$ cat src/rtl/pc_fetch_unit.sv
// Program counter and instruction fetch: START/FETCH/HOLD sequencer with a req/ack memory port
// and valid/ready decode output. Define PC_FETCH_RAS_EN to build the circular return-address stack.
module pc_fetch_unit #(
   parameter int           N            = 32,
   parameter logic [N-1:0] RESET_VECTOR = '0,
   parameter int           STEP         = 1,
   parameter int           RAS_DEPTH    = 4
) (
   input  logic         clock,
   input  logic         reset,
   input  logic         inc,
   input  logic         load,
   input  logic [N-1:0] in,
   input  logic         branch,
   input  logic [N-1:0] offset,
   input  logic         call,
   input  logic         ret,
   output logic         mem_req,
   output logic [N-1:0] mem_addr,
   input  logic         mem_ack,
   input  logic [N-1:0] mem_data,
   output logic [N-1:0] instruction,
   output logic         instr_valid,
   input  logic         instr_ready,
   output logic [N-1:0] pc,
   output logic         ras_overflow,
   output logic         ras_underflow,
   output logic [1:0]   dbg_state
);

   // Handshakes: a fetch completes on a cycle with mem_req & mem_ack; an instruction is
   // handed to decode on a cycle with instr_valid & instr_ready. Both are edge-sampled.
   typedef enum logic [1:0] {
      ST_START = 2'd0,
      ST_FETCH = 2'd1,
      ST_HOLD  = 2'd2
   } state_t;

   localparam logic [N-1:0] STEP_C = N'(STEP);

   state_t       state_q;
   logic [N-1:0] pc_q, pc_d;
   logic [N-1:0] instr_q;
   logic         mem_req_q;
   logic         valid_q;
   logic         accept;
   logic [N-1:0] pc_inc;

`ifdef PC_FETCH_RAS_EN
   localparam int            PW       = (RAS_DEPTH > 1) ? $clog2(RAS_DEPTH) : 1;
   localparam logic [PW-1:0] PTR_ONE  = 1;
   localparam logic [PW:0]   CNT_FULL = (PW + 1)'(RAS_DEPTH);

   logic [N-1:0]  ras_q [RAS_DEPTH];
   logic [PW-1:0] sp_q;
   logic [PW-1:0] sp_prev;
   logic [PW:0]   cnt_q;
   logic          ovf_q, unf_q;
   logic          ras_empty, ras_full;
   logic          push, pop;

   assign sp_prev   = sp_q - PTR_ONE;
   assign ras_empty = (cnt_q == '0);
   assign ras_full  = (cnt_q == CNT_FULL);
`else
   logic unused_ret;
   localparam int unused_ras_depth = RAS_DEPTH;
   assign unused_ret = ret;
`endif

   assign accept = (state_q == ST_HOLD) && instr_ready;
   assign pc_inc = pc_q + STEP_C;

   always_comb begin
      pc_d = pc_q;
`ifdef PC_FETCH_RAS_EN
      push = 1'b0;
      pop  = 1'b0;
`endif
      if (accept) begin
         if (load) begin
            pc_d = in;
         end else if (branch) begin
            pc_d = pc_q + offset;
`ifdef PC_FETCH_RAS_EN
         end else if (ret) begin
            // An empty stack falls back to sequential flow.
            pop  = 1'b1;
            pc_d = ras_empty ? pc_inc : ras_q[sp_prev];
         end else if (call) begin
            push = 1'b1;
            pc_d = in;
`else
         end else if (call) begin
            pc_d = in;
`endif
         end else if (inc) begin
            pc_d = pc_inc;
         end
      end
   end

   always_ff @(posedge clock or negedge reset) begin
      if (!reset) begin
         state_q   <= ST_START;
         pc_q      <= RESET_VECTOR;
         instr_q   <= '0;
         mem_req_q <= 1'b0;
         valid_q   <= 1'b0;
      end else begin
         pc_q <= pc_d;
         case (state_q)
            ST_START: begin
               state_q   <= ST_FETCH;
               mem_req_q <= 1'b1;
            end
            ST_FETCH: begin
               if (mem_ack) begin
                  instr_q   <= mem_data;
                  state_q   <= ST_HOLD;
                  mem_req_q <= 1'b0;
                  valid_q   <= 1'b1;
               end
            end
            ST_HOLD: begin
               if (instr_ready) begin
                  state_q   <= ST_FETCH;
                  mem_req_q <= 1'b1;
                  valid_q   <= 1'b0;
               end
            end
            default: begin
               state_q   <= ST_START;
               mem_req_q <= 1'b0;
               valid_q   <= 1'b0;
            end
         endcase
      end
   end

`ifdef PC_FETCH_RAS_EN
   // Circular stack: a push onto a full stack overwrites the oldest slot, so the count saturates.
   always_ff @(posedge clock or negedge reset) begin
      if (!reset) begin
         for (int i = 0; i < RAS_DEPTH; i++) begin
            ras_q[i] <= '0;
         end
         sp_q  <= '0;
         cnt_q <= '0;
         ovf_q <= 1'b0;
         unf_q <= 1'b0;
      end else if (push) begin
         ras_q[sp_q] <= pc_inc;
         sp_q        <= sp_q + PTR_ONE;
         if (ras_full) begin
            ovf_q <= 1'b1;
         end else begin
            cnt_q <= cnt_q + 1'b1;
         end
      end else if (pop) begin
         if (ras_empty) begin
            unf_q <= 1'b1;
         end else begin
            sp_q  <= sp_prev;
            cnt_q <= cnt_q - 1'b1;
         end
      end
   end

   assign ras_overflow  = ovf_q;
   assign ras_underflow = unf_q;
`else
   assign ras_overflow  = 1'b0;
   assign ras_underflow = 1'b0;
`endif

   assign mem_req     = mem_req_q;
   assign mem_addr    = pc_q;
   assign pc          = pc_q;
   assign instruction = instr_q;
   assign instr_valid = valid_q;
   assign dbg_state   = state_q;

endmodule
$ cat config.mk
export PLATFORM = sky130hd
export DESIGN_NAME = pc_fetch_unit
export DESIGN_NICKNAME = d
export VERILOG_FILES = /design/src/rtl/pc_fetch_unit.sv
export SDC_FILE = /design/constraint.sdc
export NUM_CORES = 1
export LEC_CHECK = 0
export ABC_AREA = 1
export CORE_AREA = 2 2 136 138
export DETAILED_ROUTE_END_ITERATION = 6
export DIE_AREA = 0 0 138 140
export GPL_TIMING_DRIVEN = 0
export PLACE_DENSITY = 0.69
export SKIP_LAST_GASP = 1
export SLEW_MARGIN = 20
export SYNTH_ARGS = -nofsm -noshare
export SYNTH_HDL_FRONTEND = slang
export SYNTH_SLANG_ARGS = --single-unit
$ cat constraint.sdc
create_clock -name clock -period 4.3 [get_ports clock]
set_input_delay 0.645 -clock clock [delete_from_list [all_inputs] [get_ports clock]]
set_output_delay 0.645 -clock clock [all_outputs]
set_load 0.05 [all_outputs]
==> run_summary.xml <==
<?xml version="1.0" encoding="UTF-8"?>
<metrics>
  <group name="timing">
    <metric name="setup_viol_count_final" unit="">0</metric>
    <metric name="period_minus_slack" unit="ps">2790</metric>
    <metric name="timing.setup.tns" unit="ps">0</metric>
    <metric name="timing_max_transition_violations_final" unit="">0</metric>
    <metric name="finalHoldViolations" unit="">0</metric>
    <metric name="timing.clock.skew" unit="ps">7.07</metric>
    <metric name="rsz0062_at_grt" unit="">false</metric>
    <metric name="max-slew-margin-rel" unit="%">53.6</metric>
    <metric name="worst-slew-pin-transition" unit="ps">696</metric>
    <metric name="min_period_over_period" unit="%">64.8</metric>
    <metric name="achievable_freq" unit="MHz">359</metric>
  </group>
  <group name="setup_path">
    <metric name="setup.worst_path.end_class" unit="">flop</metric>
    <metric name="timing.critical_path.required" unit="ps">4560</metric>
    <metric name="crit_chain" unit="">clkdlybuf4s50_1 -&gt; ha_1 -&gt; fa_1 -&gt; nand3_1 -&gt; nand3_1 -&gt; nand3_1 -&gt; nand3_1 -&gt; nand2_1 -&gt; inv_1 -&gt; o21ai_0 -&gt; nand2_1 -&gt; o21ai_1</metric>
    <metric name="crit_path_start_kind" unit="">input pin</metric>
    <metric name="max_fanout_on_critical_path" unit="">5</metric>
    <metric name="worst_path_max_delay_cell" unit="">fa_1</metric>
    <metric name="path_common_cell" unit="">nand3_1</metric>
    <metric name="cp.arrival" unit="ps">3040</metric>
    <metric name="worst_case_register_to_register_setup_slack" unit="ps">1730</metric>
    <metric name="critical-path-max-stage-delay" unit="ps">510</metric>
    <metric name="critical_path_class" unit="">input pin to flop</metric>
  </group>
  <group name="yosys">
    <metric name="synth_adder_area_share" unit="%">5.96</metric>
    <metric name="mux_cell_area_share_after_synthesis" unit="%">5.11</metric>
    <metric name="synth-main-ff-cell" unit="">dfrtp_1</metric>
    <metric name="synth-xor-area-share" unit="%">1.86</metric>
    <metric name="asyncSetResetFlopFracSynth" unit="%">100</metric>
    <metric name="synth_top_family_by_area" unit="">simple AND/OR/NAND/NOR gates</metric>
    <metric name="syn_avg_cell_area" unit="um2">6.15</metric>
    <metric name="netlist-cell-type-count" unit="">40</metric>
    <metric name="cell_area_after_technology_mapping" unit="um2">7060</metric>
    <metric name="synth.yosys.seq_area_share" unit="%">23.8</metric>
    <metric name="synth_edf_count" unit="">0</metric>
    <metric name="synth_compound_area_share" unit="%">10.6</metric>
    <metric name="ys_seq_elements" unit="">67</metric>
    <metric name="post_synth_inst_count" unit="">1148</metric>
    <metric name="post_synth_and_or_nand_nor_area_fraction" unit="%">38.2</metric>
    <metric name="ys_warn_count" unit="">0</metric>
  </group>
  <group name="grt">
    <metric name="maximum_number_of_pins_on_one_net_before_global_route_repair" unit="">44</metric>
    <metric name="grt_first_pass_wirelength" unit="um">40200</metric>
    <metric name="final_global_route_overflow_total" unit="">0</metric>
    <metric name="gr-usage-met1" unit="%">33.5</metric>
    <metric name="gr-max-usage-layer" unit="">met2</metric>
    <metric name="grtUsageTotal" unit="%">26.2</metric>
    <metric name="global_route.usage.met2" unit="%">43.4</metric>
    <metric name="global_route_met3_usage" unit="%">5.54</metric>
    <metric name="first_global_vias" unit="">7705</metric>
    <metric name="antenna_violations_before_repair" unit="">0</metric>
  </group>
  <group name="layout">
    <metric name="final_common_cell" unit="">nand2_1</metric>
    <metric name="post_route_cells_drive_above_1_share" unit="%">9.23</metric>
    <metric name="design.final.nets" unit="">1500</metric>
    <metric name="syn_to_final_growth" unit="%">37.3</metric>
    <metric name="layout_common_cells" unit="">nand2_1, clkdlybuf4s50_1, inv_1</metric>
    <metric name="antenna_cells_inserted" unit="">0</metric>
  </group>
  <group name="placement">
    <metric name="count_of_input_and_output_buffers" unit="">201</metric>
    <metric name="post-dp-hpwl" unit="um">20700</metric>
    <metric name="place.gp.congestion" unit="">0.916</metric>
  </group>
  <group name="die">
    <metric name="core_area" unit="um2">17800</metric>
    <metric name="floorplan.rows" unit="">49</metric>
    <metric name="die_width" unit="um">138</metric>
    <metric name="initial_core_util" unit="%">39.7</metric>
    <metric name="io_pins" unit="">207</metric>
    <metric name="die_h" unit="um">140</metric>
    <metric name="die-area" unit="um2">19300</metric>
  </group>
  <group name="min_path">
    <metric name="worstHoldPathType" unit="">input pin to asynchronous set/reset pin</metric>
  </group>
  <group name="clock_tree">
    <metric name="cts.repair_timing.setup_buffer_count" unit="">0</metric>
    <metric name="clock_insertion_delay_worst_skew" unit="ps">340</metric>
    <metric name="post_cts_resized" unit="">0</metric>
    <metric name="cts_tree" unit="">built</metric>
    <metric name="htreeDepth" unit="">3</metric>
    <metric name="holdBufCountCts" unit="">0</metric>
    <metric name="clock_transition_at_the_registers_of_the_reported_paths" unit="ps">60</metric>
    <metric name="numCtsBuffers" unit="">9</metric>
    <metric name="clock_tree_root_buffer_cell" unit="">clkbuf_16</metric>
    <metric name="clock_sinks" unit="">67</metric>
    <metric name="cts_max_path_buffers" unit="">2</metric>
  </group>
  <group name="power_and_ir_drop">
    <metric name="p_leak" unit="nW">4.87</metric>
    <metric name="total_power_consumption" unit="W">0.00753</metric>
    <metric name="power_per_cell_area" unit="nW/um2">778</metric>
    <metric name="peakVddDrop" unit="mV">0.524</metric>
  </group>
  <group name="flow_run">
    <metric name="max_cap_violations" unit="">0</metric>
  </group>
  <group name="routing">
    <metric name="drt_iter0_drc" unit="">602</metric>
    <metric name="routed_wire_length_per_instance" unit="um">16.1</metric>
    <metric name="avgViaCountPerCell" unit="">5.04</metric>
    <metric name="routed_wirelength" unit="um">25600</metric>
    <metric name="first_pass_iters" unit="">5</metric>
    <metric name="postRouteAntennaNets" unit="">0</metric>
    <metric name="dr_total_vias" unit="">8041</metric>
    <metric name="drc" unit="">0</metric>
  </group>
  <group name="outcome">
    <metric name="run_status" unit="">finished clean</metric>
  </group>
</metrics>
flip-flops by register name (all words and copies together), names as in the netlist:
name         count
instruction     32
mem_addr        32
dbg_state        2
instr_valid      1
per-stage QoR:
step	utilization (%)	cell area, um2	hold WS [ps]	setup WS (ps)	cells
6_report	54.5	9680	224	1510	1594
5_1_grt	54.5	9680	256	1390	1594
4_1_cts	54.5	9680	236	1550	1594
3_5_place_dp	52.8	9380	489	1220	1580
3_3_place_gp	52.6	9360	461	151	1579
2_1_floorplan	-	7060	349	2040	1149
worst max-delay path, delay by kind of cell:
kind            cells  cell delay [ps]
fa+ha+maj           2              770
simple gates        6              870
buf+inv             2              450
compound gates      2              310
report_power, final:
group          leakage, nW  internal, W  switching [W]
registers            0.810     0.000937       0.000500
logic                 3.91      0.00190        0.00343
clock network        0.151     0.000489       0.000282
total                 4.87      0.00333        0.00421
routing by layer:
| metal | vias to the layer above | wire length, um |
|---|---|---|
| li1 | 4004 | - |
| met5 | - | 0 |
| met4 | 0 | 899 |
| met2 | 370 | 11600 |
| met3 | 62 | 2180 |
| met1 | 3605 | 10900 |
Yosys cell counts (2+ instances only):
library cell	count	share of area, %
mux2_2	32	5.1
o21ai_0	32	2.3
inv_2	5	0.27
inv_1	157	8.4
xor2_1	12	1.5
buf_2	13	0.92
a21oi_1	87	6.2
nand2_2	4	0.35
nand2_1	408	22
nand3b_1	19	2.0
clkbuf_1	9	0.48
ha_1	32	5.7
o311ai_0	2	0.25
a22oi_1	2	0.21
buf_6	2	0.32
o21bai_1	3	0.32
nand3_1	76	5.4
xnor2_1	3	0.37
nor2_4	8	1.3
nor2_2	4	0.35
dfrtp_1	67	24
o21ai_1	5	0.35
buf_1	2	0.11
nand2_4	3	0.48
nand4_1	5	0.44
nor3_1	6	0.43
nor2_1	97	5.2
buf_4	36	3.8
a31oi_1	2	0.18
o211ai_1	5	0.53
cell type report:
class / count / area, um2
clock buffers: 12 / 267
well taps: 229 / 287
plain buffers: 62 / 399
clock inverters: 2 / 35.0
multi-input cells: 856 / 4370
repair buffers: 202 / 2040
flip-flops and latches: 67 / 1680
fillers: 1797 / 8100
inverters: 164 / 618
cell families after synthesis:
group           Yosys count
simple gates            633
buf+inv                 226
compound gates          141
flops                    67
fa+ha+maj                33
mux                      32
xor+xnor                 15
other cells               1
worst paths after layout:
kind                                       from  cells past startpoint         endpoint
worst min-delay path                      reset                      1  instruction[19]
worst min register to register  instruction[30]                      1  instruction[30]
worst max-delay path                  offset[0]                     12     mem_addr[12]
max in group asynchronous                 reset                      2     mem_addr[25]
worst max register to register      mem_addr[0]                     11     mem_addr[12]
min in group clock              instruction[30]                      1  instruction[30]
Note: power is estimated with default switching activity, not from simulation.
